File: config.mk
export PLATFORM = sky130hd
export DESIGN_NAME = alu_iter
export DESIGN_NICKNAME = d
export VERILOG_FILES = /design/src/rtl/alu_pkg.sv /design/src/rtl/alu_muldiv_seq.sv /design/src/rtl/alu_iter.sv
export SDC_FILE = /design/constraint.sdc
export NUM_CORES = 1
export LEC_CHECK = 0
export ABC_AREA = 1
export BUFFER_PORTS_ARGS = -buffer_cell sky130_fd_sc_hd__buf_2
export CAP_MARGIN = 10
export CELL_PAD_IN_SITES_DETAIL_PLACEMENT = 0
export CELL_PAD_IN_SITES_GLOBAL_PLACEMENT = 2
export CORE_ASPECT_RATIO = 1.1
export CORE_MARGIN = 8
export CORE_UTILIZATION = 33
export CTS_BUF_LIST = sky130_fd_sc_hd__clkbuf_4 sky130_fd_sc_hd__clkbuf_8
export CTS_CLUSTER_SIZE = 14
export DETAILED_ROUTE_END_ITERATION = 16
export GPL_ROUTABILITY_DRIVEN = 0
export PLACE_DENSITY = 0.95
export SKIP_CTS_REPAIR_TIMING = 1
export SLEW_MARGIN = 5
export SYNTH_ARGS = -nofsm -noshare
export SYNTH_HDL_FRONTEND = slang
export SYNTH_HIERARCHICAL = 1
export SYNTH_SLANG_ARGS = --single-unit
File: constraint.sdc
create_clock -name clk -period 6.2 [get_ports clk]
set_clock_uncertainty 0.15 [all_clocks]
set_input_delay 1.24 -clock clk [delete_from_list [all_inputs] [get_ports clk]]
set_output_delay 1.24 -clock clk [all_outputs]
set_load 0.005 [all_outputs]
File: src/rtl/alu_pkg.sv
// alu_pkg: opcode encodings and FSM state type shared by alu_iter and its tests
package alu_pkg;
    localparam logic [3:0] ALU_AND   = 4'b0000;
    localparam logic [3:0] ALU_OR    = 4'b0001;
    localparam logic [3:0] ALU_ADD   = 4'b0010;
    localparam logic [3:0] ALU_SUB   = 4'b0110;
    localparam logic [3:0] ALU_MUL   = 4'b1000;
    localparam logic [3:0] ALU_MULHU = 4'b1001;
    localparam logic [3:0] ALU_DIVU  = 4'b1010;
    localparam logic [3:0] ALU_REMU  = 4'b1011;
    typedef enum logic [1:0] {S_IDLE, S_MUL, S_DIV, S_DONE} state_t;
endpackage

File: src/rtl/alu_muldiv_seq.sv
// alu_muldiv_seq: iterative unsigned multiply / restoring divide, one bit per cycle
// Ports: clk, reset (sync, active-high); start loads op/a/b; op[1]=divide, op[0]=high half
// (MULHU) or remainder (REMU); done pulses for one cycle with result valid, XLEN cycles after start.
module alu_muldiv_seq #(
    parameter int XLEN = 64
) (
    input  logic            clk,
    input  logic            reset,
    input  logic            start,
    input  logic [1:0]      op,
    input  logic [XLEN-1:0] a,
    input  logic [XLEN-1:0] b,
    output logic            done,
    output logic [XLEN-1:0] result
);
    localparam int CW = $clog2(XLEN) + 1;
    // acc holds {hi, lo}: for MUL the multiplier starts in lo and is shifted out as the
    // product shifts in; for DIV it is {remainder, dividend/quotient}
    logic [2*XLEN-1:0] acc_q, acc_d;
    logic [XLEN-1:0]   den_q, diff;
    logic [XLEN:0]     mul_sum, r_sh;
    logic [CW-1:0]     cnt_q;
    logic [1:0]        op_q;
    logic              busy_q, step, ge;
    always_comb begin
        step    = busy_q && cnt_q != CW'(XLEN);
        done    = busy_q && !step;
        mul_sum = {1'b0, acc_q[2*XLEN-1:XLEN]} + (acc_q[0] ? {1'b0, den_q} : '0);
        r_sh    = {acc_q[2*XLEN-1:XLEN], acc_q[XLEN-1]};
        ge      = r_sh >= {1'b0, den_q};
        // when ge, the true difference is below den_q so the low XLEN bits suffice
        diff    = r_sh[XLEN-1:0] - den_q;
        acc_d   = op_q[1] ? {ge ? diff : r_sh[XLEN-1:0], acc_q[XLEN-2:0], ge}
                          : {mul_sum, acc_q[XLEN-1:1]};
        result  = op_q[0] ? acc_q[2*XLEN-1:XLEN] : acc_q[XLEN-1:0];
    end
    always_ff @(posedge clk) begin
        if (reset) begin
            busy_q <= 1'b0;
            cnt_q  <= '0;
            acc_q  <= '0;
            den_q  <= '0;
            op_q   <= '0;
        end else if (start) begin
            busy_q <= 1'b1;
            cnt_q  <= '0;
            op_q   <= op;
            den_q  <= op[1] ? b : a;
            acc_q  <= {{XLEN{1'b0}}, op[1] ? a : b};
        end else if (step) begin
            acc_q  <= acc_d;
            cnt_q  <= cnt_q + CW'(1);
        end else begin
            busy_q <= 1'b0;
        end
    end
endmodule

File: src/rtl/alu_iter.sv
// alu_iter: handshaked ALU with registered result and optional iterative MUL/DIV
// Ports: clk, reset (sync, active-high); in_valid/in_ready request with alu_control, rs1, rs2;
// out_valid/out_ready result with rd and alu_zero (rd == 0).
// Define ALU_ITER_MULDIV_EN to build MUL/MULHU/DIVU/REMU; otherwise those codes act as unknown.
module alu_iter
    import alu_pkg::*;
#(
    parameter int XLEN = 64
) (
    input  logic            clk,
    input  logic            reset,
    input  logic            in_valid,
    output logic            in_ready,
    input  logic [3:0]      alu_control,
    input  logic [XLEN-1:0] rs1,
    input  logic [XLEN-1:0] rs2,
    output logic            out_valid,
    input  logic            out_ready,
    output logic [XLEN-1:0] rd,
    output logic            alu_zero
);
    state_t          state_q, state_d;
    logic [XLEN-1:0] rd_q, rd_d, quick;
    logic            zero_q, zero_d;
`ifdef ALU_ITER_MULDIV_EN
    logic            md_start, md_done, is_md, is_div, iter;
    logic [XLEN-1:0] md_result;
    assign is_md  = alu_control[3:2] == 2'b10;
    assign is_div = is_md && alu_control[1];
    // divide by zero resolves in one cycle instead of iterating
    assign iter   = is_md && !(is_div && rs2 == '0);
    alu_muldiv_seq #(.XLEN(XLEN)) u_muldiv (
        .clk(clk), .reset(reset), .start(md_start), .op(alu_control[1:0]),
        .a(rs1), .b(rs2), .done(md_done), .result(md_result)
    );
`endif
    always_comb begin
        quick = alu_control == ALU_AND  ? rs1 & rs2 :
                alu_control == ALU_OR   ? rs1 | rs2 :
                alu_control == ALU_ADD  ? rs1 + rs2 :
                alu_control == ALU_SUB  ? rs1 - rs2 :
`ifdef ALU_ITER_MULDIV_EN
                alu_control == ALU_DIVU ? '1 :
                alu_control == ALU_REMU ? rs1 :
`endif
                '0;
    end
    always_comb begin
        state_d  = state_q;
        rd_d     = rd_q;
        zero_d   = zero_q;
        in_ready = state_q == S_IDLE && !reset;
`ifdef ALU_ITER_MULDIV_EN
        md_start = 1'b0;
`endif
        case (state_q)
            S_IDLE: if (in_valid && in_ready) begin
`ifdef ALU_ITER_MULDIV_EN
                if (iter) begin
                    md_start = 1'b1;
                    state_d  = is_div ? S_DIV : S_MUL;
                end else
`endif
                begin
                    rd_d    = quick;
                    zero_d  = quick == '0;
                    state_d = S_DONE;
                end
            end
`ifdef ALU_ITER_MULDIV_EN
            S_MUL, S_DIV: if (md_done) begin
                rd_d    = md_result;
                zero_d  = md_result == '0;
                state_d = S_DONE;
            end
`endif
            S_DONE: if (out_ready) state_d = S_IDLE;
            default: state_d = S_IDLE;
        endcase
    end
    always_ff @(posedge clk) begin
        if (reset) begin
            state_q <= S_IDLE;
            rd_q    <= '0;
            zero_q  <= 1'b0;
        end else begin
            state_q <= state_d;
            rd_q    <= rd_d;
            zero_q  <= zero_d;
        end
    end
    assign out_valid = state_q == S_DONE;
    assign rd        = rd_q;
    assign alu_zero  = zero_q;
endmodule

==> flow_results.xml, run 1 <==
<?xml version="1.0" encoding="UTF-8"?>
<metrics>
  <group name="cells_and_area">
    <metric name="mostFrequentLayoutCells" unit="">sky130_fd_sc_hd__nand2_1 (1086), sky130_fd_sc_hd__inv_1 (658), sky130_fd_sc_hd__nor2_1 (371)</metric>
    <metric name="fin_nets" unit="">3760</metric>
    <metric name="fraction_of_layout_cells_with_a_size_suffix_above_1" unit="%">9.866</metric>
    <metric name="area.sequential" unit="um2">1321</metric>
    <metric name="num-fill-cells" unit="">6073</metric>
    <metric name="multi_input_area" unit="um2">12450</metric>
    <metric name="antenna-diode-count" unit="">0</metric>
    <metric name="synthToLayoutAreaGrowth" unit="%">9.374</metric>
    <metric name="layout_commonest_cell" unit="">sky130_fd_sc_hd__nand2_1</metric>
    <metric name="final_cell_area" unit="um2">18410</metric>
  </group>
  <group name="worst_hold_path">
    <metric name="min_to" unit="">rd[24]$_SDFFE_PP0P_</metric>
    <metric name="hold_path_depth" unit="">2</metric>
    <metric name="timing.hold.worst.start" unit="">rd[24]$_SDFFE_PP0P_</metric>
    <metric name="min-delay-path-class" unit="">reg -&gt; reg</metric>
  </group>
  <group name="timing">
    <metric name="setup_violations" unit="">0</metric>
    <metric name="finalHoldViolCount" unit="">0</metric>
    <metric name="final.min_clock_period" unit="ns">4.819</metric>
    <metric name="final-max-slew-violation-count" unit="">0</metric>
    <metric name="unrepaired_setup_endpoints_after_global_routing" unit="">no</metric>
    <metric name="final.period_utilization" unit="%">77.72</metric>
    <metric name="worst-slew-pin-transition" unit="ns">1.119</metric>
    <metric name="maxSlewHeadroom" unit="%">25.40</metric>
    <metric name="max_clock_freq" unit="MHz">207.5</metric>
    <metric name="final.setup.tns" unit="ns">0</metric>
  </group>
  <group name="grt">
    <metric name="grt_antenna_before_repair" unit="">0</metric>
    <metric name="grt_pass1_vias" unit="">19980</metric>
    <metric name="globalRouteTotalUtil" unit="%">27.91</metric>
    <metric name="global_route.overflow_total" unit="">0</metric>
    <metric name="grt_first_pass_wirelength" unit="mm">124.0</metric>
    <metric name="grt_max_degree" unit="">67</metric>
  </group>
  <group name="drt">
    <metric name="detail_route.wirelength" unit="mm">84.78</metric>
    <metric name="post-route-drc-count" unit="">0</metric>
    <metric name="detailedRoute.firstIterationViolations" unit="">2072</metric>
    <metric name="detail_route.first_pass.iterations" unit="">10</metric>
    <metric name="final_antenna_net_count" unit="">0</metric>
    <metric name="vias" unit="">20880</metric>
    <metric name="post_drt_via_cell_ratio" unit="">5.088</metric>
    <metric name="detailed_route_wire_length_per_cell" unit="um">20.66</metric>
  </group>
  <group name="setup_path">
    <metric name="worst_r2r_endpoint" unit="">alu_zero$_SDFFE_PP0P_</metric>
    <metric name="crit_slowest_cell" unit="">sky130_fd_sc_hd__nor3_1</metric>
    <metric name="cp-start-kind" unit="">input port</metric>
    <metric name="crit_path_max_fanout" unit="">9</metric>
    <metric name="slowest_delay" unit="ns">0.68</metric>
    <metric name="r2r_cells" unit="">19</metric>
    <metric name="crit_required" unit="ns">6.31</metric>
    <metric name="worst-setup-path-type" unit="">in -&gt; reg</metric>
    <metric name="worst-r2r-setup-slack" unit="ns">2.88</metric>
    <metric name="crit-reg2reg-launch" unit="">state_q[0]$_SDFFE_PP0P_</metric>
    <metric name="crit_path_end_kind" unit="">flip-flop</metric>
    <metric name="critical_path_cell_by_cell" unit="">buf_2, inv_1, ha_1, nor2_1, nand2_1, nor3_1, inv_1, nor2_1, a21oi_1, nand2_1, nand2_1, nand3_1, nand3_1, nor2_1, nand2_1, nor2_1, nand3_1, nor2_1, nand2_1, a21oi_2</metric>
    <metric name="crit_arrival" unit="ns">4.93</metric>
  </group>
  <group name="synthesis">
    <metric name="synthFlopType" unit="">sky130_fd_sc_hd__dfxtp_1</metric>
    <metric name="yosys_warnings" unit="">6</metric>
    <metric name="post_synth_main_area_contributors" unit="">sky130_fd_sc_hd__nand2_1 (24%), sky130_fd_sc_hd__inv_1 (15%), sky130_fd_sc_hd__ha_1 (14%)</metric>
    <metric name="synthCells" unit="">3305</metric>
    <metric name="synth.largest_area_cell" unit="">sky130_fd_sc_hd__nand2_1</metric>
    <metric name="postSynth.asyncResetShare" unit="%">0</metric>
    <metric name="synth.cell_area" unit="um2">16830</metric>
    <metric name="synth.lib_cells_used.distinct" unit="">39</metric>
    <metric name="average_instance_area_after_synthesis" unit="um2">5.093</metric>
    <metric name="yosysTopAreaCellShare" unit="%">24.26</metric>
    <metric name="count_of_flip_flops_with_a_built_in_enable_after_synthesis" unit="">0</metric>
    <metric name="ys_seq_elements" unit="">66</metric>
    <metric name="seq_area_frac_synth" unit="%">7.850</metric>
    <metric name="syn_nets" unit="">3634</metric>
  </group>
  <group name="floorplanning">
    <metric name="core_region_area" unit="um2">50840</metric>
    <metric name="dieHeight" unit="um">252.9</metric>
    <metric name="die_width" unit="um">231.3</metric>
    <metric name="floorplan.initialDensity" unit="%">33.11</metric>
    <metric name="fp-row-count" unit="">87</metric>
    <metric name="floorplan.die_area" unit="um2">58500</metric>
    <metric name="top_level_i_o_count" unit="">203</metric>
  </group>
  <group name="clock_tree">
    <metric name="clk_transition_reported_paths" unit="ns">0.07</metric>
    <metric name="clock_insertion_delay_worst_skew" unit="ns">0.33</metric>
    <metric name="cts-buffers-inserted" unit="">9</metric>
    <metric name="tritoncts" unit="">yes</metric>
    <metric name="clock-root-buffer" unit="">sky130_fd_sc_hd__clkbuf_8</metric>
    <metric name="cts.path.max_buffers" unit="">2</metric>
    <metric name="htree_num_levels" unit="">3</metric>
    <metric name="tritoncts_num_sinks" unit="">66</metric>
  </group>
  <group name="place">
    <metric name="place_area" unit="um2">18200</metric>
    <metric name="port_buffers" unit="">202</metric>
    <metric name="dp_hpwl" unit="mm">73.53</metric>
  </group>
  <group name="pwr">
    <metric name="power_per_cell_area" unit="nW/um2">126.1</metric>
    <metric name="leakagePower" unit="uW">0.01098</metric>
    <metric name="vdd.ir_drop.worst" unit="V">0.00009775</metric>
  </group>
  <group name="job">
    <metric name="max-cap-violations" unit="">0</metric>
  </group>
  <group name="status">
    <metric name="status" unit="">completed</metric>
  </group>
</metrics>
[per-layer routing]
| layer | wire length, um | track usage, % | part of all wire [%] |
|---|---|---|---|
| met3 | 5106 | 2.778 | 6.0 |
| met1 | 33190 | 32.48 | 39 |
| met2 | 38410 | 46.91 | 45 |
| met4 | 8065 | 21.26 | 9.5 |
| met5 | 0 | 0 | 0 |
[sequential cells by signal, indices dropped and copies added, names as in the netlist]
name,flops
alu_zero,1
state_q,1
rd,64
[worst max-delay path, delay by kind of cell]
family          cells  cell delay, ns
fa+ha+maj           1            0.48
buf+inv             3            0.29
compound gates      2            0.31
simple gates       14            2.59
[power by group]
group	total, uW	leakage, uW	internal [uW]	switching, uW
sequential	474	0.000542	456	18.3
clock	378	0.000112	218	160
combinational	1470	0.0103	419	1050
total	2320	0.0110	1090	1230
[through the flow]
step,power (uW),hold slack [ns],cells,setup WS [ns],utilization (%)
floorplan,1403,0.3156,3305,2.695,-
global placement,1918,0.3069,4087,1.201,35.79
detailed placement,1914,0.3105,4087,1.238,35.79
CTS,2292,0.3229,4103,1.575,36.22
global route,2486,0.3435,4103,1.023,36.22
finish,2322,0.3212,4103,1.381,36.22
[how the worst max path moves through the flow]
stage | end | start | slack (ns) | cells after the start
2_1_floorplan | alu_zero$_SDFFE_PP0P_ | rs1[0] | 2.70 | 23
3_3_place_gp | alu_zero$_SDFFE_PP0P_ | rs1[11] | 1.20 | 20
3_5_place_dp | alu_zero$_SDFFE_PP0P_ | rs1[11] | 1.24 | 20
4_1_cts | alu_zero$_SDFFE_PP0P_ | rs2[11] | 1.58 | 20
5_1_grt | alu_zero$_SDFFE_PP0P_ | rs1[55] | 1.02 | 22
6_report | alu_zero$_SDFFE_PP0P_ | rs1[53] | 1.38 | 20
[cell type report]
class / instances / share of cell area (%)
clock buffer: 12 / 0.8971
clock inverter: 4 / 0.2651
inverter: 666 / 13.58
multi-input combinational: 2476 / 67.65
sequential: 66 / 7.177
tap: 667 / 4.533
timing repair buffer: 212 / 5.899
[Yosys cell counts (2+ instances only)]
cell,number
sky130_fd_sc_hd__nand2_1,1088
sky130_fd_sc_hd__inv_1,660
sky130_fd_sc_hd__nor2_1,372
sky130_fd_sc_hd__nand3_1,321
sky130_fd_sc_hd__ha_1,191
sky130_fd_sc_hd__a21oi_1,182
sky130_fd_sc_hd__o21ai_0,70
sky130_fd_sc_hd__nand4_1,67
sky130_fd_sc_hd__dfxtp_1,66
sky130_fd_sc_hd__or2_2,45
sky130_fd_sc_hd__buf_2,30
sky130_fd_sc_hd__o21bai_1,30
sky130_fd_sc_hd__nor3_1,29
sky130_fd_sc_hd__clkbuf_1,28
sky130_fd_sc_hd__buf_4,21
sky130_fd_sc_hd__nand2_2,18
sky130_fd_sc_hd__nor2_2,17
sky130_fd_sc_hd__nor3_2,11
sky130_fd_sc_hd__buf_6,8
sky130_fd_sc_hd__o21ai_1,7
sky130_fd_sc_hd__buf_1,6
sky130_fd_sc_hd__nand3_2,5
sky130_fd_sc_hd__nand3b_1,5
sky130_fd_sc_hd__clkbuf_8,4
sky130_fd_sc_hd__inv_2,4
sky130_fd_sc_hd__a21oi_2,3
sky130_fd_sc_hd__clkinv_1,2
sky130_fd_sc_hd__fa_1,2
sky130_fd_sc_hd__nor4_1,2
sky130_fd_sc_hd__o2111ai_1,2
[kinds of logic (layout without fill, tap and decap cells)]
| kind of cell | count (synthesis) | in the layout | share of synthesized area [%] |
|---|---|---|---|
| buffers and inverters | 763 | 894 | 18.30 |
| AO/OA/AOI/OAI | 296 | 296 | 9.381 |
| flip-flops | 66 | 66 | 7.850 |
| AND/OR/NAND/NOR | 1986 | 1986 | 49.98 |
| adder cells (fa/ha/maj) | 193 | 193 | 14.44 |
| XOR/XNOR | 1 | 1 | 0.05204 |
Power figures use the tool's default switching activity.
==> run 2, diff against run 1 <==
--- a/config.mk
+++ b/config.mk
@@ -5,19 +5,19 @@
 export SDC_FILE = /design/constraint.sdc
 export NUM_CORES = 1
 export LEC_CHECK = 0
-export ABC_AREA = 1
+export ABC_AREA = 0
 export BUFFER_PORTS_ARGS = -buffer_cell sky130_fd_sc_hd__buf_2
 export CAP_MARGIN = 10
 export CELL_PAD_IN_SITES_DETAIL_PLACEMENT = 0
 export CELL_PAD_IN_SITES_GLOBAL_PLACEMENT = 2
 export CORE_ASPECT_RATIO = 1.1
 export CORE_MARGIN = 8
-export CORE_UTILIZATION = 33
+export CORE_UTILIZATION = 30
 export CTS_BUF_LIST = sky130_fd_sc_hd__clkbuf_4 sky130_fd_sc_hd__clkbuf_8
 export CTS_CLUSTER_SIZE = 14
 export DETAILED_ROUTE_END_ITERATION = 16
 export GPL_ROUTABILITY_DRIVEN = 0
-export PLACE_DENSITY = 0.95
+export PLACE_DENSITY = 0.89
 export SKIP_CTS_REPAIR_TIMING = 1
 export SLEW_MARGIN = 5
 export SYNTH_ARGS = -nofsm -noshare
==> constraint.sdc (replaced) <==
create_clock -name clk -period 4.36 [get_ports clk]
set_clock_uncertainty 0.15 [all_clocks]
set_input_delay 0.872 -clock clk [delete_from_list [all_inputs] [get_ports clk]]
set_output_delay 0.872 -clock clk [all_outputs]
set_load 0.005 [all_outputs]
==> run 2 against run 1 <==
The run now ends with negative setup slack left. Total power rose by 69%. Cell count is 16% lower. Synthesized area shrank 18%. Sequential share of layout area shrank 0.94 points. Sequential cell count is the same. Worst setup slack lost 1.8 ns. Sequential power is 38% higher. Critical path type unchanged. Critical endpoint unchanged. Largest cell class unchanged.
==> flow_results.xml, run 2 <==
<?xml version="1.0" encoding="UTF-8"?>
<metrics>
  <group name="status">
    <metric name="status" unit="">finished with violations</metric>
    <metric name="failed_checks" unit="">negative setup slack</metric>
  </group>
  <group name="timing">
    <metric name="final.period_utilization" unit="%">108.7</metric>
    <metric name="worst-slew-pin-transition" unit="ns">0.9537</metric>
    <metric name="setup_slack" unit="ns">-0.3787</metric>
    <metric name="unrepaired_setup_endpoints_after_global_routing" unit="">yes</metric>
    <metric name="setup_violations" unit="">2</metric>
    <metric name="max_clock_freq" unit="MHz">211.0</metric>
    <metric name="final.min_clock_period" unit="ns">4.739</metric>
    <metric name="final.setup.tns" unit="ns">-0.4054</metric>
    <metric name="final-max-slew-violation-count" unit="">0</metric>
    <metric name="finalHoldViolCount" unit="">0</metric>
    <metric name="maxSlewHeadroom" unit="%">36.42</metric>
  </group>
  <group name="synthesis">
    <metric name="synth.lib_cells_used.distinct" unit="">88</metric>
    <metric name="count_of_flip_flops_with_a_built_in_enable_after_synthesis" unit="">0</metric>
    <metric name="average_instance_area_after_synthesis" unit="um2">6.685</metric>
    <metric name="syn_nets" unit="">2383</metric>
    <metric name="yosysMostFrequentCell" unit="">sky130_fd_sc_hd__a21oi_1</metric>
    <metric name="synthFlopType" unit="">sky130_fd_sc_hd__dfxtp_1</metric>
    <metric name="postSynth.asyncResetShare" unit="%">0</metric>
    <metric name="synth_common_cells" unit="">sky130_fd_sc_hd__a21oi_1 (210), sky130_fd_sc_hd__nand2_1 (203), sky130_fd_sc_hd__inv_1 (192)</metric>
    <metric name="yosysTopAreaCellShare" unit="%">17.40</metric>
    <metric name="synthCells" unit="">2054</metric>
    <metric name="yosys_warnings" unit="">6</metric>
    <metric name="synth.cell_area" unit="um2">13730</metric>
    <metric name="ys_seq_elements" unit="">66</metric>
    <metric name="post_synth_main_area_contributors" unit="">sky130_fd_sc_hd__ha_1 (17%), sky130_fd_sc_hd__dfxtp_1 (9.6%), sky130_fd_sc_hd__a21oi_1 (7.7%)</metric>
    <metric name="seq_area_frac_synth" unit="%">9.622</metric>
    <metric name="synth.largest_area_cell" unit="">sky130_fd_sc_hd__ha_1</metric>
  </group>
  <group name="grt">
    <metric name="global_route.overflow_total" unit="">0</metric>
    <metric name="grt_max_degree" unit="">45</metric>
    <metric name="grt_pass1_vias" unit="">19320</metric>
    <metric name="globalRouteTotalUtil" unit="%">25.39</metric>
    <metric name="grt_antenna_before_repair" unit="">1</metric>
    <metric name="grt_first_pass_wirelength" unit="mm">106.8</metric>
  </group>
  <group name="drt">
    <metric name="post_drt_via_cell_ratio" unit="">5.630</metric>
    <metric name="detailedRoute.firstIterationViolations" unit="">2036</metric>
    <metric name="detail_route.first_pass.iterations" unit="">9</metric>
    <metric name="final_antenna_net_count" unit="">0</metric>
    <metric name="detailed_route_wire_length_per_cell" unit="um">20.34</metric>
    <metric name="post-route-drc-count" unit="">0</metric>
    <metric name="detail_route.wirelength" unit="mm">70.47</metric>
    <metric name="vias" unit="">19500</metric>
  </group>
  <group name="clock_tree">
    <metric name="cts.path.max_buffers" unit="">2</metric>
    <metric name="clock_insertion_delay_worst_skew" unit="ns">0.39</metric>
    <metric name="clk_transition_reported_paths" unit="ns">0.10</metric>
    <metric name="clock-root-buffer" unit="">sky130_fd_sc_hd__clkbuf_8</metric>
    <metric name="cts-buffers-inserted" unit="">9</metric>
    <metric name="htree_num_levels" unit="">3</metric>
    <metric name="tritoncts_num_sinks" unit="">66</metric>
    <metric name="tritoncts" unit="">yes</metric>
  </group>
  <group name="setup_path">
    <metric name="worst_r2r_endpoint" unit="">alu_zero$_SDFFE_PP0P_</metric>
    <metric name="r2r_cells" unit="">7</metric>
    <metric name="cp-start-kind" unit="">input port</metric>
    <metric name="worst-r2r-setup-slack" unit="ns">1.96</metric>
    <metric name="crit_top_cell" unit="">sky130_fd_sc_hd__a21o_1</metric>
    <metric name="crit_slowest_cell" unit="">sky130_fd_sc_hd__a221o_2</metric>
    <metric name="slowest_delay" unit="ns">0.42</metric>
    <metric name="crit_path_max_fanout" unit="">4</metric>
    <metric name="worst-setup-path-type" unit="">in -&gt; reg</metric>
    <metric name="crit_path_end_kind" unit="">flip-flop</metric>
    <metric name="crit-reg2reg-launch" unit="">state_q[0]$_SDFFE_PP0P_</metric>
    <metric name="crit_required" unit="ns">4.54</metric>
    <metric name="crit_arrival" unit="ns">4.92</metric>
    <metric name="critical_path_cell_by_cell" unit="">buf_2, ha_2, fa_2, a21o_1, a221o_2, a22oi_2, nand3b_1, o22a_1, a21o_1, a221oi_2, xnor2_1, a22oi_1, buf_4, and3_1, and4_1, nand4_1, o31ai_2</metric>
  </group>
  <group name="job">
    <metric name="max-cap-violations" unit="">0</metric>
  </group>
  <group name="cells_and_area">
    <metric name="antenna-diode-count" unit="">0</metric>
    <metric name="final_util" unit="%">46.75</metric>
    <metric name="largest_reg_flops" unit="">64</metric>
    <metric name="layout_commonest_cell" unit="">sky130_fd_sc_hd__buf_4</metric>
    <metric name="num-fill-cells" unit="">4615</metric>
    <metric name="synthToLayoutAreaGrowth" unit="%">54.39</metric>
    <metric name="mostFrequentLayoutCells" unit="">sky130_fd_sc_hd__buf_4 (723), sky130_fd_sc_hd__a21oi_1 (201), sky130_fd_sc_hd__nand2_1 (201)</metric>
    <metric name="fraction_of_layout_cells_with_a_size_suffix_above_1" unit="%">37.07</metric>
    <metric name="fin_nets" unit="">3200</metric>
  </group>
  <group name="floorplanning">
    <metric name="floorplan.die_area" unit="um2">52880</metric>
    <metric name="floorplan.initialDensity" unit="%">30.28</metric>
    <metric name="fp-row-count" unit="">82</metric>
    <metric name="top_level_i_o_count" unit="">203</metric>
    <metric name="core_region_area" unit="um2">45350</metric>
    <metric name="dieHeight" unit="um">240.4</metric>
    <metric name="die_width" unit="um">220.0</metric>
  </group>
  <group name="pwr">
    <metric name="power.sequential.fraction" unit="%">16.6</metric>
    <metric name="power_per_cell_area" unit="nW/um2">185.5</metric>
    <metric name="pwr-share-clk" unit="%">14.8</metric>
    <metric name="vdd.ir_drop.worst" unit="V">0.0001403</metric>
    <metric name="final_total_pwr" unit="uW">3934</metric>
    <metric name="switching_share" unit="%">45.72</metric>
    <metric name="p_int" unit="uW">2135</metric>
    <metric name="leakagePower" unit="uW">0.01032</metric>
    <metric name="comb_power_share" unit="%">68.6</metric>
    <metric name="switching_power" unit="uW">1799</metric>
  </group>
  <group name="worst_hold_path">
    <metric name="timing.hold.worst.start" unit="">rd[10]$_SDFFE_PP0P_</metric>
    <metric name="hold_path_depth" unit="">2</metric>
    <metric name="min-delay-path-class" unit="">reg -&gt; reg</metric>
    <metric name="min_to" unit="">rd[10]$_SDFFE_PP0P_</metric>
  </group>
  <group name="place">
    <metric name="port_buffers" unit="">202</metric>
    <metric name="dp_hpwl" unit="mm">59.38</metric>
  </group>
</metrics>
==> run 2: changes by cell type in the layout (fill, tap and decap cells not counted), sizes merged, moves of 48 or more <==
| cell | change |
|---|---|
| buf | +720 |
| inv | -471 |
| nand2 | -903 |
| nand3 | -244 |
| nor2 | -248 |
| o21ai | +92 |
| xnor2 | +48 |
==> run 2: power by group through the flow <==
stage          combinational [uW]  clock, uW  sequential (uW)
2_1_floorplan                1200          0              663
5_1_grt                      2870        607              655
3_3_place_gp                 2500          0              664
6_report                     2700        584              652
3_5_place_dp                 2530          0              665
4_1_cts                      2540        586              652
==> run 2: per-stage QoR <==
stage,setup WS (ns),hold slack [ns],cell area [um2],instances
5_1_grt,-0.4903,0.3271,21200,3464
2_1_floorplan,0.001748,0.2958,13750,2054
6_report,-0.3787,0.3075,21200,3464
4_1_cts,-0.5333,0.3034,20640,3458
3_3_place_gp,-0.9051,0.2922,20440,3442
3_5_place_dp,-0.9749,0.2925,20440,3442
==> run 2: layout make-up <==
cell class	instances	area (um2)	area share, %
inverter	194	733.2	3.458
clock buffer	9	123.9	0.5843
clock inverter	7	77.57	0.3659
multi-input combinational	1668	11640	54.90
tap	588	735.7	3.470
timing repair buffer	932	6569	30.98
sequential	66	1321	6.232
==> run 2: critical path: cells and delay by family <==
family | cells | cell delay (ns)
simple gates | 4 | 0.83
fa+ha+maj | 2 | 0.53
xor+xnor | 1 | 0.11
buf+inv | 2 | 0.31
compound gates | 8 | 2.27
==> run 2: worst max-delay path by stage <==
stage	start	endpoint	cells after the start
4_1_cts	rs2[4]	alu_zero$_SDFFE_PP0P_	17
3_3_place_gp	rs1[26]	alu_zero$_SDFFE_PP0P_	17
6_report	rs2[0]	alu_zero$_SDFFE_PP0P_	17
2_1_floorplan	rs1[0]	alu_zero$_SDFFE_PP0P_	17
5_1_grt	rs2[1]	alu_zero$_SDFFE_PP0P_	18
3_5_place_dp	rs2[4]	alu_zero$_SDFFE_PP0P_	17
==> run 2: logic make-up (layout without fill, tap and decap cells) <==
family / Yosys count / after routing / synth area share, %
AO/OA/AOI/OAI: 739 / 739 / 35.44
AND/OR/NAND/NOR: 669 / 669 / 23.55
XOR/XNOR: 53 / 53 / 3.380
multiplexers: 14 / 14 / 1.057
buffers and inverters: 320 / 1142 / 9.248
flip-flops: 66 / 66 / 9.622
adder cells (fa/ha/maj): 193 / 193 / 17.69
==> run 2: per-layer routing <==
metal	share of wire, %	vias to the layer above	track usage (%)
li1	-	9108	-
met1	38	9041	30.23
met2	47	1056	42.75
met3	8.8	296	4.353
met4	6.5	0	14.07
met5	0	-	0
==> run 3, diff against run 2 <==
--- a/config.mk
+++ b/config.mk
@@ -13,11 +13,12 @@
 export CORE_ASPECT_RATIO = 1.1
 export CORE_MARGIN = 8
 export CORE_UTILIZATION = 30
-export CTS_BUF_LIST = sky130_fd_sc_hd__clkbuf_4 sky130_fd_sc_hd__clkbuf_8
+export CTS_BUF_LIST = sky130_fd_sc_hd__clkbuf_8
 export CTS_CLUSTER_SIZE = 14
 export DETAILED_ROUTE_END_ITERATION = 16
 export GPL_ROUTABILITY_DRIVEN = 0
 export PLACE_DENSITY = 0.89
+export SETUP_SLACK_MARGIN = 0.15
 export SKIP_CTS_REPAIR_TIMING = 1
 export SLEW_MARGIN = 5
 export SYNTH_ARGS = -nofsm -noshare
==> run 3 against run 2 <==
Register-to-register slack better by 0.04 ns. Cell area up 1.9%. Highest routed layer unchanged. Critical path type unchanged. Global-route usage about the same. The flow still finishes with violations (negative setup slack). Total power up 3.1%. Critical path depth up 1. Maximum frequency up 0.77%. Via count up 1.3%. Die area unchanged. Sequential share of layout area down 0.12 points. Worst setup slack better by 0.036 ns.
==> flow_results.xml, run 3 (synthesized netlist as in run 2, its figures left out) <==
<?xml version="1.0" encoding="UTF-8"?>
<metrics>
  <group name="cells_and_area">
    <metric name="fraction_of_layout_cells_with_a_size_suffix_above_1" unit="%">38.73</metric>
    <metric name="fin_nets" unit="">3203</metric>
    <metric name="largest_reg_flops" unit="">64</metric>
    <metric name="antenna-diode-count" unit="">0</metric>
    <metric name="synthToLayoutAreaGrowth" unit="%">57.31</metric>
    <metric name="final_cell_area" unit="um2">21600</metric>
    <metric name="mostFrequentLayoutCells" unit="">sky130_fd_sc_hd__buf_4 (715), sky130_fd_sc_hd__nand2_1 (201), sky130_fd_sc_hd__buf_2 (197)</metric>
    <metric name="num-fill-cells" unit="">4544</metric>
    <metric name="layout_commonest_cell" unit="">sky130_fd_sc_hd__buf_4</metric>
  </group>
  <group name="clock_tree">
    <metric name="cts-buffers-inserted" unit="">9</metric>
    <metric name="tritoncts_num_sinks" unit="">66</metric>
    <metric name="clock-root-buffer" unit="">sky130_fd_sc_hd__clkbuf_8</metric>
    <metric name="clock_insertion_delay_worst_skew" unit="ns">0.39</metric>
    <metric name="htree_num_levels" unit="">3</metric>
    <metric name="tritoncts" unit="">yes</metric>
    <metric name="clk_transition_reported_paths" unit="ns">0.09</metric>
    <metric name="cts.path.max_buffers" unit="">2</metric>
  </group>
  <group name="pwr">
    <metric name="comb_power_share" unit="%">68.1</metric>
    <metric name="switching_power" unit="uW">1814</metric>
    <metric name="p_int" unit="uW">2241</metric>
    <metric name="vdd.ir_drop.worst" unit="V">0.0001458</metric>
    <metric name="power.sequential.fraction" unit="%">16.1</metric>
    <metric name="switching_share" unit="%">44.74</metric>
    <metric name="pwr-share-clk" unit="%">15.8</metric>
    <metric name="power_per_cell_area" unit="nW/um2">187.7</metric>
    <metric name="leakagePower" unit="uW">0.01041</metric>
  </group>
  <group name="timing">
    <metric name="max_clock_freq" unit="MHz">212.6</metric>
    <metric name="unrepaired_setup_endpoints_after_global_routing" unit="">yes</metric>
    <metric name="final.min_clock_period" unit="ns">4.703</metric>
    <metric name="setup_violations" unit="">1</metric>
    <metric name="final.setup.tns" unit="ns">-0.3427</metric>
    <metric name="maxSlewHeadroom" unit="%">44.49</metric>
    <metric name="finalHoldViolCount" unit="">0</metric>
    <metric name="worst-slew-pin-transition" unit="ns">0.8315</metric>
    <metric name="setup_slack" unit="ns">-0.3427</metric>
    <metric name="final-max-slew-violation-count" unit="">0</metric>
    <metric name="final.period_utilization" unit="%">107.9</metric>
  </group>
  <group name="floorplanning">
    <metric name="fp-row-count" unit="">82</metric>
    <metric name="core_region_area" unit="um2">45350</metric>
    <metric name="dieHeight" unit="um">240.4</metric>
    <metric name="die_width" unit="um">220.0</metric>
    <metric name="floorplan.die_area" unit="um2">52880</metric>
    <metric name="floorplan.initialDensity" unit="%">30.28</metric>
    <metric name="top_level_i_o_count" unit="">203</metric>
  </group>
  <group name="status">
    <metric name="failed_checks" unit="">negative setup slack</metric>
    <metric name="status" unit="">finished with violations</metric>
  </group>
  <group name="place">
    <metric name="dp_hpwl" unit="mm">59.28</metric>
    <metric name="port_buffers" unit="">202</metric>
    <metric name="place_area" unit="um2">20350</metric>
  </group>
  <group name="drt">
    <metric name="post-route-drc-count" unit="">0</metric>
    <metric name="detailed_route_wire_length_per_cell" unit="um">20.67</metric>
    <metric name="vias" unit="">19760</metric>
    <metric name="detailedRoute.firstIterationViolations" unit="">1987</metric>
    <metric name="final_antenna_net_count" unit="">0</metric>
    <metric name="post_drt_via_cell_ratio" unit="">5.699</metric>
    <metric name="detail_route.first_pass.iterations" unit="">6</metric>
    <metric name="detail_route.wirelength" unit="mm">71.65</metric>
  </group>
  <group name="setup_path">
    <metric name="worst-setup-path-type" unit="">in -&gt; reg</metric>
    <metric name="crit_arrival" unit="ns">4.88</metric>
    <metric name="crit_path_end_kind" unit="">flip-flop</metric>
    <metric name="crit_required" unit="ns">4.53</metric>
    <metric name="cp-start-kind" unit="">input port</metric>
    <metric name="crit_path_max_fanout" unit="">5</metric>
  </group>
  <group name="grt">
    <metric name="grt_max_degree" unit="">42</metric>
    <metric name="grt_pass1_vias" unit="">19150</metric>
    <metric name="globalRouteTotalUtil" unit="%">25.39</metric>
    <metric name="global_route.overflow_total" unit="">0</metric>
    <metric name="grt_antenna_before_repair" unit="">0</metric>
    <metric name="grt_first_pass_wirelength" unit="mm">106.4</metric>
  </group>
  <group name="worst_hold_path">
    <metric name="min-delay-path-class" unit="">reg -&gt; reg</metric>
  </group>
  <group name="job">
    <metric name="max-cap-violations" unit="">0</metric>
  </group>
</metrics>
==> run 3: cell count changes in the layout (fill, tap and decap cells not counted), moves of 4 or more <==
cell,delta
sky130_fd_sc_hd__ha_2,+4
sky130_fd_sc_hd__buf_4,-8
sky130_fd_sc_hd__inv_2,+5
sky130_fd_sc_hd__o21ai_0,-5
sky130_fd_sc_hd__a21oi_2,+7
sky130_fd_sc_hd__inv_1,-6
sky130_fd_sc_hd__buf_6,+15
sky130_fd_sc_hd__ha_1,-10
sky130_fd_sc_hd__o21ai_2,+4
sky130_fd_sc_hd__ha_4,+6
sky130_fd_sc_hd__a21oi_1,-9
==> run 3: area by class of cell <==
class | count | area (um2) | area share (%)
clock buffers | 10 | 137.6 | 0.6371
well taps | 588 | 735.7 | 3.406
multi-input cells | 1668 | 11950 | 55.30
inverters | 194 | 733.2 | 3.394
flip-flops and latches | 66 | 1321 | 6.116
clock inverters | 6 | 90.09 | 0.4170
repair buffers | 935 | 6638 | 30.73
==> run 3: routing by layer <==
| metal | part of all wire, % | GRT usage (%) | wire length (um) |
|---|---|---|---|
| met5 | 0 | 0 | 0 |
| met4 | 7.2 | 15.57 | 5155 |
| met3 | 8.9 | 3.850 | 6394 |
| met2 | 46 | 42.41 | 32990 |
| met1 | 38 | 30.27 | 27110 |
==> run 3: critical path, cell delays in order <==
cell                        delay (ns)
sky130_fd_sc_hd__buf_6            0.10
sky130_fd_sc_hd__buf_6            0.11
sky130_fd_sc_hd__ha_4             0.16
sky130_fd_sc_hd__fa_2             0.35
sky130_fd_sc_hd__a21o_1           0.18
sky130_fd_sc_hd__a221o_2          0.43
sky130_fd_sc_hd__a21oi_4          0.24
sky130_fd_sc_hd__o211ai_1         0.20
sky130_fd_sc_hd__o211ai_1         0.47
sky130_fd_sc_hd__or3_1            0.18
sky130_fd_sc_hd__o21a_1           0.11
sky130_fd_sc_hd__o2111ai_1        0.26
sky130_fd_sc_hd__nor4b_2          0.30
sky130_fd_sc_hd__nand4_1          0.21
sky130_fd_sc_hd__nor4_2           0.29
sky130_fd_sc_hd__buf_4            0.15
sky130_fd_sc_hd__nand4_1          0.09
sky130_fd_sc_hd__o31ai_2          0.18
==> run 3: power groups by stage <==
stage / Sequential [uW] / Combinational, uW / Clock [uW]
2_1_floorplan: 663 / 1200 / 0
3_3_place_gp: 664 / 2470 / 0
3_5_place_dp: 666 / 2500 / 0
4_1_cts: 652 / 2520 / 651
5_1_grt: 655 / 2940 / 677
6_report: 653 / 2760 / 641
==> run 3: final timing paths <==
check                     endpoint  cells past startpoint                    start  slack [ns]
max          alu_zero$_SDFFE_PP0P_                     18                   rs1[0]       -0.34
min             rd[6]$_SDFFE_PP0P_                      2       rd[6]$_SDFFE_PP0P_        0.31
max reg2reg  alu_zero$_SDFFE_PP0P_                      8  state_q[0]$_SDFFE_PP0P_        2.00
min reg2reg     rd[6]$_SDFFE_PP0P_                      2       rd[6]$_SDFFE_PP0P_        0.31
==> run 3: metrics by stage <==
step / hold slack (ns) / utilization [%] / instances / total power (uW) / setup WS, ns
after floorplan: 0.2958 / - / 2054 / 1863 / 0.02695
after global placement: 0.2910 / 44.87 / 3428 / 3135 / -0.9298
after detailed placement: 0.2973 / 44.87 / 3428 / 3171 / -0.9408
after CTS: 0.3103 / 45.37 / 3444 / 3821 / -0.5309
after global routing: 0.3322 / 47.64 / 3467 / 4270 / -0.4209
final: 0.3092 / 47.64 / 3467 / 4054 / -0.3427
